**src/rtl/mc_control_fsm.sv**
```systemverilog
// Multi-cycle MIPS control unit: FETCH/DECODE/EXEC/MEM/WB sequencing with memory-stall timeout and sticky trap.
// Optional CTRL_PERF_EN adds cycle and retired-instruction counters.
module mc_control_fsm #(
    parameter int MEM_TIMEOUT = 15
) (
    input  logic       i_clk,
    input  logic       i_reset,
    input  logic [5:0] i_op_code,
    input  logic       i_mem_ready,
    output logic       o_reg_dst,
    output logic       o_alu_src,
    output logic       o_mem_to_reg,
    output logic       o_reg_write,
    output logic       o_mem_read,
    output logic       o_mem_write,
    output logic       o_branch,
    output logic       o_jump,
    output logic       o_jal,
    output logic [1:0] o_alu_op,
    output logic       o_pc_write,
    output logic       o_ir_write,
    output logic       o_halted,
    output logic [1:0] o_trap_code,
    output logic [2:0] o_state
`ifdef CTRL_PERF_EN
    ,
    output logic [31:0] o_cycle_cnt,
    output logic [31:0] o_instr_cnt
`endif
);

    // state    | meaning
    // IDLE     | post-reset, one cycle
    // FETCH    | load instruction register
    // DECODE   | latch opcode, check legality
    // EXEC     | ALU op / branch / jump
    // MEM      | wait for data memory, bounded by MEM_TIMEOUT
    // WB       | register write-back, advance PC
    // HALT     | sticky trap, left only by reset
    typedef enum logic [2:0] {
        S_IDLE   = 3'd0,
        S_FETCH  = 3'd1,
        S_DECODE = 3'd2,
        S_EXEC   = 3'd3,
        S_MEM    = 3'd4,
        S_WB     = 3'd5,
        S_HALT   = 3'd7
    } state_t;

    localparam logic [5:0] OP_R    = 6'h00;
    localparam logic [5:0] OP_LW   = 6'h23;
    localparam logic [5:0] OP_SW   = 6'h2B;
    localparam logic [5:0] OP_BEQ  = 6'h04;
    localparam logic [5:0] OP_ADDI = 6'h08;
    localparam logic [5:0] OP_J    = 6'h02;
    localparam logic [5:0] OP_JAL  = 6'h03;
    localparam logic [7:0] TIMEOUT = 8'(MEM_TIMEOUT);

    state_t     r_state, w_state_nxt;
    logic [5:0] r_op_q;
    logic [7:0] r_wait_cnt, w_wait_nxt;
    logic [1:0] r_trap_code, w_trap_nxt;

    logic w_legal;
    logic w_is_r, w_is_lw, w_is_sw, w_is_beq, w_is_addi, w_is_j, w_is_jal;

    assign w_legal = (i_op_code == OP_R)   || (i_op_code == OP_LW)  || (i_op_code == OP_SW) ||
                     (i_op_code == OP_BEQ) || (i_op_code == OP_ADDI) ||
                     (i_op_code == OP_J)   || (i_op_code == OP_JAL);

    assign w_is_r    = (r_op_q == OP_R);
    assign w_is_lw   = (r_op_q == OP_LW);
    assign w_is_sw   = (r_op_q == OP_SW);
    assign w_is_beq  = (r_op_q == OP_BEQ);
    assign w_is_addi = (r_op_q == OP_ADDI);
    assign w_is_j    = (r_op_q == OP_J);
    assign w_is_jal  = (r_op_q == OP_JAL);

    always_ff @(posedge i_clk) begin
        if (i_reset) begin
            r_state     <= S_IDLE;
            r_op_q      <= '0;
            r_wait_cnt  <= '0;
            r_trap_code <= '0;
        end else begin
            r_state     <= w_state_nxt;
            r_wait_cnt  <= w_wait_nxt;
            r_trap_code <= w_trap_nxt;
            if (r_state == S_DECODE)
                r_op_q <= i_op_code;
        end
    end

    always_comb begin
        w_state_nxt  = r_state;
        w_trap_nxt   = r_trap_code;
        w_wait_nxt   = '0;
        o_reg_dst    = 1'b0;
        o_alu_src    = 1'b0;
        o_mem_to_reg = 1'b0;
        o_reg_write  = 1'b0;
        o_mem_read   = 1'b0;
        o_mem_write  = 1'b0;
        o_branch     = 1'b0;
        o_jump       = 1'b0;
        o_jal        = 1'b0;
        o_alu_op     = 2'b00;
        o_pc_write   = 1'b0;
        o_ir_write   = 1'b0;
        case (r_state)
            S_IDLE: w_state_nxt = S_FETCH;
            S_FETCH: begin
                o_ir_write  = 1'b1;
                w_state_nxt = S_DECODE;
            end
            S_DECODE: begin
                if (w_legal) begin
                    w_state_nxt = S_EXEC;
                end else begin
                    w_state_nxt = S_HALT;
                    w_trap_nxt  = 2'b01;
                end
            end
            S_EXEC: begin
                w_state_nxt = S_FETCH;
                if (w_is_r) begin
                    o_reg_dst   = 1'b1;
                    o_alu_op    = 2'b10;
                    w_state_nxt = S_WB;
                end
                if (w_is_addi) begin
                    o_alu_src   = 1'b1;
                    w_state_nxt = S_WB;
                end
                if (w_is_lw || w_is_sw) begin
                    o_alu_src   = 1'b1;
                    w_state_nxt = S_MEM;
                end
                if (w_is_beq) begin
                    o_alu_op   = 2'b01;
                    o_branch   = 1'b1;
                    o_pc_write = 1'b1;
                end
                if (w_is_j || w_is_jal) begin
                    o_jump     = 1'b1;
                    o_pc_write = 1'b1;
                end
                if (w_is_jal) begin
                    o_jal       = 1'b1;
                    o_reg_write = 1'b1;
                end
            end
            S_MEM: begin
                o_alu_src   = 1'b1;
                o_mem_read  = w_is_lw;
                o_mem_write = w_is_sw;
                // a ready on the timeout cycle still completes the access
                if (i_mem_ready) begin
                    if (w_is_lw) begin
                        w_state_nxt = S_WB;
                    end else begin
                        o_pc_write  = 1'b1;
                        w_state_nxt = S_FETCH;
                    end
                end else if (r_wait_cnt == TIMEOUT) begin
                    w_state_nxt = S_HALT;
                    w_trap_nxt  = 2'b10;
                end else begin
                    w_wait_nxt = r_wait_cnt + 8'd1;
                end
            end
            S_WB: begin
                o_reg_write  = 1'b1;
                o_pc_write   = 1'b1;
                o_mem_to_reg = w_is_lw;
                o_reg_dst    = w_is_r;
                w_state_nxt  = S_FETCH;
            end
            S_HALT: w_state_nxt = S_HALT;
            default: w_state_nxt = S_IDLE;
        endcase
    end

    assign o_halted    = (r_state == S_HALT);
    assign o_trap_code = r_trap_code;
    assign o_state     = r_state;

`ifdef CTRL_PERF_EN
    logic [31:0] r_cycle_cnt, r_instr_cnt;

    always_ff @(posedge i_clk) begin
        if (i_reset) begin
            r_cycle_cnt <= '0;
            r_instr_cnt <= '0;
        end else begin
            if (r_state != S_IDLE && r_state != S_HALT)
                r_cycle_cnt <= r_cycle_cnt + 32'd1;
            if (o_pc_write)
                r_instr_cnt <= r_instr_cnt + 32'd1;
        end
    end

    assign o_cycle_cnt = r_cycle_cnt;
    assign o_instr_cnt = r_instr_cnt;
`endif

endmodule
```
**config.mk**
```make
export PLATFORM = sky130hd
export DESIGN_NAME = mc_control_fsm
export DESIGN_NICKNAME = d
export VERILOG_FILES = /design/src/rtl/mc_control_fsm.sv
export SDC_FILE = /design/constraint.sdc
export NUM_CORES = 1
export LEC_CHECK = 0
export CAP_MARGIN = 20
export CORE_MARGIN = 5
export CORE_UTILIZATION = 30
export DETAILED_ROUTE_END_ITERATION = 7
export GPL_TIMING_DRIVEN = 0
export HOLD_SLACK_MARGIN = 0.1
export PLACE_DENSITY = 0.61
export SYNTH_ARGS = -nofsm -noshare
export SYNTH_HDL_FRONTEND = slang
export SYNTH_SLANG_ARGS = --single-unit
```
**constraint.sdc**
```tcl
create_clock -name i_clk -period 3.9 [get_ports i_clk]
set_input_delay 0.78 -clock i_clk [delete_from_list [all_inputs] [get_ports i_clk]]
set_output_delay 0.78 -clock i_clk [all_outputs]
set_load 0.01 [all_outputs]
```
==> results of run 1 <==
## cells in the final DEF (no fill, tap or decap)
cell type / n
nor2_1: 27
nor3_4: 1
nand2_1: 11
o21ai_0: 2
dfxtp_1: 19
o31ai_1: 3
nor2b_1: 2
and3_1: 3
inv_1: 1
a2111oi_4: 1
nor2b_4: 2
mux2i_1: 6
nand3_1: 2
nand2b_4: 1
ha_1: 1
o22ai_1: 1
nand2b_2: 1
a31oi_1: 1
buf_4: 2
clkdlybuf4s50_1: 27
clkinv_2: 1
and2_1: 1
nor4b_1: 1
and4b_1: 1
o311a_4: 1
nand2b_1: 2
a21oi_1: 6
or4_4: 1
a211oi_1: 1
xor2_1: 2
xnor2_1: 4
clkbuf_1: 2
and4_1: 1
buf_6: 3
nor2_4: 1
nor3_1: 7
nor3b_1: 2
o21a_1: 1
clkbuf_4: 3
## critical path: stages
cell and delay (ns):
clkdlybuf4s50_1 0.59, a21oi_1 0.09, o21ai_0 0.15, clkdlybuf4s50_1 0.55
## sequential cells by signal, summed over array words and instances (netlist names)
name,count
o_trap_code,2
r_wait_cnt,8
r_op_q,6
o_state,3
## metal layers
metal | global-route usage [%] | wire, um | vias to the layer above
met5 | 0 | 0 | -
met4 | 3.19 | 27 | 0
met3 | 2.75 | 129 | 4
met2 | 16.1 | 1090 | 27
met1 | 12.6 | 1140 | 435
li1 | - | - | 487
## final cells by class
cell class              count  area [um2]
fillers                   340        1960
plain buffers               7        56.3
multi-input cells          97         633
clock inverters             1        5.00
flip-flops and latches     19         380
repair buffers             27         270
clock buffers               3        22.5
well taps                  46        57.6
inverters                   1        3.75
## metrics by stage
stage	std cells	hold slack (ns)	setup slack, ns
3_5_place_dp	197	0.438	0.957
6_report	201	0.449	0.950
2_1_floorplan	124	0.417	1.74
5_1_grt	201	0.494	0.779
4_1_cts	201	0.454	0.925
3_3_place_gp	197	0.428	0.978
## cell families (layout without fill, tap and decap cells)
family	Yosys count	count (layout)	synth area share (%)
adders and majority gates	1	1	1.17
xor gates and xnor gates	6	6	4.90
muxes	6	6	5.59
AOI/OAI and AO/OA	17	17	12.9
buffers and inverters	8	39	5.59
DFF	19	19	35.4
and+or+nand+nor	67	67	34.4
## final timing paths
| kind | endpoint | slack [ns] | from |
|---|---|---|---|
| setup reg to reg | o_state[2]$_SDFFE_PP0P_ | 2.42 | o_state[1]$_SDFFE_PP0P_ |
| hold / removal | r_wait_cnt[0]$_SDFF_PP0_ | 0.45 | r_wait_cnt[0]$_SDFF_PP0_ |
| hold reg to reg | r_wait_cnt[0]$_SDFF_PP0_ | 0.45 | r_wait_cnt[0]$_SDFF_PP0_ |
| setup / recovery | o_pc_write | 0.95 | i_mem_ready |
## where the power goes
part / internal [mW] / switching, mW / leakage [nW] / total, mW
clock network: 0.0382 / 0.0607 / 0.0177 / 0.0989
registers: 0.212 / 0.0217 / 0.154 / 0.233
logic: 0.112 / 0.0997 / 0.326 / 0.211
## cells in the mapped netlist (all sizes together)
| cell type | count | area, um2 |
|---|---|---|
| or4 | 1 | 11.3 |
| mux2i | 6 | 60.1 |
| a211oi | 1 | 7.51 |
| o311a | 1 | 21.3 |
| o22ai | 1 | 6.26 |
| and4 | 1 | 8.76 |
| xnor2 | 4 | 35.0 |
| o31ai | 3 | 22.5 |
| a21oi | 6 | 30.0 |
| nor4b | 1 | 8.76 |
| nor2 | 28 | 113 |
| nor3b | 2 | 15.0 |
| inv | 1 | 3.75 |
| a31oi | 1 | 6.26 |
| and3 | 3 | 18.8 |
| nand3 | 2 | 10.0 |
| o21ai | 2 | 10.0 |
| buf | 5 | 48.8 |
| o21a | 1 | 7.51 |
| xor2 | 2 | 17.5 |
| and2 | 1 | 6.26 |
| dfxtp | 19 | 380 |
| and4b | 1 | 10.0 |
| nor3 | 8 | 51.3 |
| nand2b | 4 | 35.0 |
| ha | 1 | 12.5 |
| clkbuf | 2 | 7.51 |
| nand2 | 11 | 41.3 |
| nor2b | 4 | 40.0 |
| a2111oi | 1 | 27.5 |
==> run metrics, run 1 <==
final setup vio count 0; hold buffers post-CTS 0; buffers added on ports 27; post-CTS resize count 0; RSZ-0062 raised after global routing no; clk buf depth 2; Worst R2R Path Depth 7; fraction of layout cells with a size suffix above 1 11.6%; Die Area 4870 um2; final core occ 42.2%; Worst Hold Depth 1; GRT Resource Usage Total 9.91%; hpwl dp 1910 um; first-pass GRT wire length 4120 um; Ports 28; Mapped Area 1070 um2; Routed WL per cell 11.9 um; post-layout min period 2.95 ns; Distinct cells, synth 36; Site Rows 21; total wire length 2390 um; Starting Density 31.7%; Area growth syn-to-layout 33.1%; Clk Latency, worst-skew pair 0.30 ns; total power 544 uW; Leak 0.498 nW; FF+latch count, synth 19; Initial DRT Pass Iterations 4; critical path required time 3.12 ns; routability cong. 0.834; outcome finished clean; die height 69.8 um; Tcrit/Tclk final 75.6%; Slew Limit Fails 0; Die Wd 69.8 um; Vias/cell 4.74; Power Density 380 nW/um2; syn_area_per_cell 8.66 um2; Vias 953; nets@finish 166; CTS H-tree lvls 1; vias in the first global route 930; Crit path arrival time 2.17 ns; ANT cells 0; crit-path max FO 3; final setup skew 0.00736 ns; Fmax 0.339 GHz; DR iter-0 viols 82; Max-Cap Viols 0; Startpoint Class input pin; global route total overflow 0; Syn Nets 134; clock slew seen by the registers of the worst setup and hold paths 0.10 ns; core area 3390 um2; DP Area 1400 um2; slew margin rel. 70.6%; Min-Delay Path Class flip-flop to flip-flop; Root Driver clkbuf_4; Finished Cell Area 1430 um2; CTS tree done; initial antenna violation count 0; maximum VDD drop 0.000149 V; Setup TNS 0 ns; Yosys warning total 0; Fin. Hold Viols 0; drc violations 0; crit end category primary output; sequential share of the synthesized area 35.4%; postcts setup bufs 0; CTS Sinks 19; Worst-Margin Slew 0.441 ns; critical path class input pin to primary output; Routed Antenna Nets 0; largest net degree at the start of global routing 12; Post-Syn Instances 124; CTS buffer count 3
No activity file was read; power rests on OpenSTA's default activity.
==> run 2: changes to the inputs <==
--- a/config.mk
+++ b/config.mk
@@ -11,7 +11,7 @@
 export DETAILED_ROUTE_END_ITERATION = 7
 export GPL_TIMING_DRIVEN = 0
 export HOLD_SLACK_MARGIN = 0.1
-export PLACE_DENSITY = 0.61
+export PLACE_DENSITY = 0.63
 export SYNTH_ARGS = -nofsm -noshare
 export SYNTH_HDL_FRONTEND = slang
 export SYNTH_SLANG_ARGS = --single-unit
==> constraint.sdc (replaced) <==
create_clock -name i_clk -period 2.6 [get_ports i_clk]
set_input_delay 0.52 -clock i_clk [delete_from_list [all_inputs] [get_ports i_clk]]
set_output_delay 0.52 -clock i_clk [all_outputs]
set_load 0.01 [all_outputs]
==> run metrics, run 2 (synthesis gave the netlist of run 1 again) <==
Fin Hold WS 0.457 ns; Ports 28; Max-Cap Viols 0; Psw 278 uW; outcome finished clean; Internal 545 uW; Clk Latency, worst-skew pair 0.30 ns; Most flops, register r_wait_cnt; crit end category primary output; placed cell count 197; Setup TNS 0 ns; CTS H-tree lvls 1; ANT cells 0; clock slew seen by the registers of the worst setup and hold paths 0.11 ns; Clock Power Share 18.4%; die height 69.8 um; Power Density 568 nW/um2; total wire length 2320 um; final-layout fill cell count 326; slew margin rel. 72.1%; part of the power in registers 42.6%; hold buffers post-CTS 0; global route total overflow 0; Die Wd 69.8 um; Routed WL per cell 11.5 um; Die Area 4870 um2; first-pass GRT wire length 3990 um; fraction of layout cells with a size suffix above 1 14.7%; CP startpoint o_state[1]$_SDFFE_PP0P_; core area 3390 um2; hpwl dp 1820 um; Fmax 0.407 GHz; crit-path max FO 9; Slew Limit Fails 0; RSZ-0062 raised after global routing no; Site Rows 21; Min-Delay Path Class flip-flop to flip-flop; nets@finish 167; CTS buffer count 3; final setup skew 0.00451 ns; DR iter-0 viols 71; Worst-Margin Slew 0.418 ns; CTS tree done; largest net degree at the start of global routing 12; worst reg2reg startpoint o_state[1]$_SDFFE_PP0P_; Reg area 383 um2; Comb pwr share 39.0%; initial antenna violation count 0; Startpoint Class flip-flop; Leak 0.543 nW; Vias 946; routability cong. 0.803; maximum VDD drop 0.000292 V; non-filler instance count after layout 202; Largest register FFs 8; vias in the first global route 925; Starting Density 31.7%; GRT Resource Usage Total 9.77%; buffers added on ports 27; Vias/cell 4.68; critical path required time 2.08 ns; critical path class flip-flop to primary output; Tcrit/Tclk final 94.6%; Initial DRT Pass Iterations 4; post-layout min period 2.46 ns; Fin. Hold Viols 0; Multi-input gate area 636 um2; Root Driver clkbuf_4; clk buf depth 2; Routed Antenna Nets 0; CTS Sinks 19; commonest cells after routing, fill and taps aside nor2_1, clkdlybuf4s50_1, dfxtp_1; hold path start r_wait_cnt[0]$_SDFF_PP0_; switching share of power 33.7%; final setup vio count 0; drc violations 0; Area growth syn-to-layout 34.8%; Crit path arrival time 1.94 ns; most common cell after layout, fill and taps aside nor2_1
## run 2: power by group through the flow
stage / Combinational, mW / Sequential (mW) / Clock, mW
finish: 0.320 / 0.351 / 0.151
global route: 0.352 / 0.355 / 0.176
detailed placement: 0.319 / 0.355 / 0
floorplan: 0.202 / 0.356 / 0
CTS: 0.322 / 0.350 / 0.160
global placement: 0.317 / 0.355 / 0
## run 2: final cells by class
| class | count | area share, % |
|---|---|---|
| Sequential cell | 19 | 26.4 |
| Clock inverter | 1 | 0.346 |
| Multi-Input combinational cell | 97 | 43.9 |
| Clock buffer | 3 | 1.56 |
| Buffer | 7 | 3.98 |
| Tap cell | 46 | 3.98 |
| Inverter | 1 | 0.259 |
| Timing Repair Buffer | 28 | 19.5 |
## run 2: critical path, cell delays in order (launching register included)
cell and delay, ns:
dfxtp_1 0.36, buf_6 0.13, nand2_1 0.10, nor2_2 0.14, and4b_1 0.22, and2_1 0.14, clkdlybuf4s50_1 0.54
## run 2: path summary, 6_finish.rpt
kind	endpoint	slack [ns]	cells past startpoint
worst max register to register	o_state[2]$_SDFFE_PP0P_	1.16	7
worst min-delay path	r_wait_cnt[0]$_SDFF_PP0_	0.46	1
worst max-delay path	o_jal	0.14	6
worst min register to register	r_wait_cnt[0]$_SDFF_PP0_	0.46	1
## run 2: timing repair
action / 4_1_cts / 5_1_grt
setup buffers: 0 / 1
endpoints found under the hold margin: 0 / 0
setup endpoints to repair: 3 / 5
resized for setup: 3 / 4
## run 2: layer usage
metal	vias to the layer above	GRT usage, %	wire length, um
met5	-	0	0
met4	0	2.55	19
met3	2	3.62	137
met2	21	17.0	1070
met1	427	11.2	1090
li1	496	-	-
## run 2: stage by stage
| step | util (%) | setup slack (ns) | total power [mW] | cell area (um2) |
|---|---|---|---|---|
| finish | 42.7 | 0.142 | 0.822 | 1450 |
| global route | 42.7 | 0.0257 | 0.883 | 1450 |
| CTS | 42.3 | 0.00368 | 0.832 | 1430 |
| detailed placement | 41.3 | 0.201 | 0.674 | 1400 |
| global placement | 41.3 | 0.203 | 0.671 | 1400 |
| floorplan | - | 0.698 | 0.558 | 1070 |
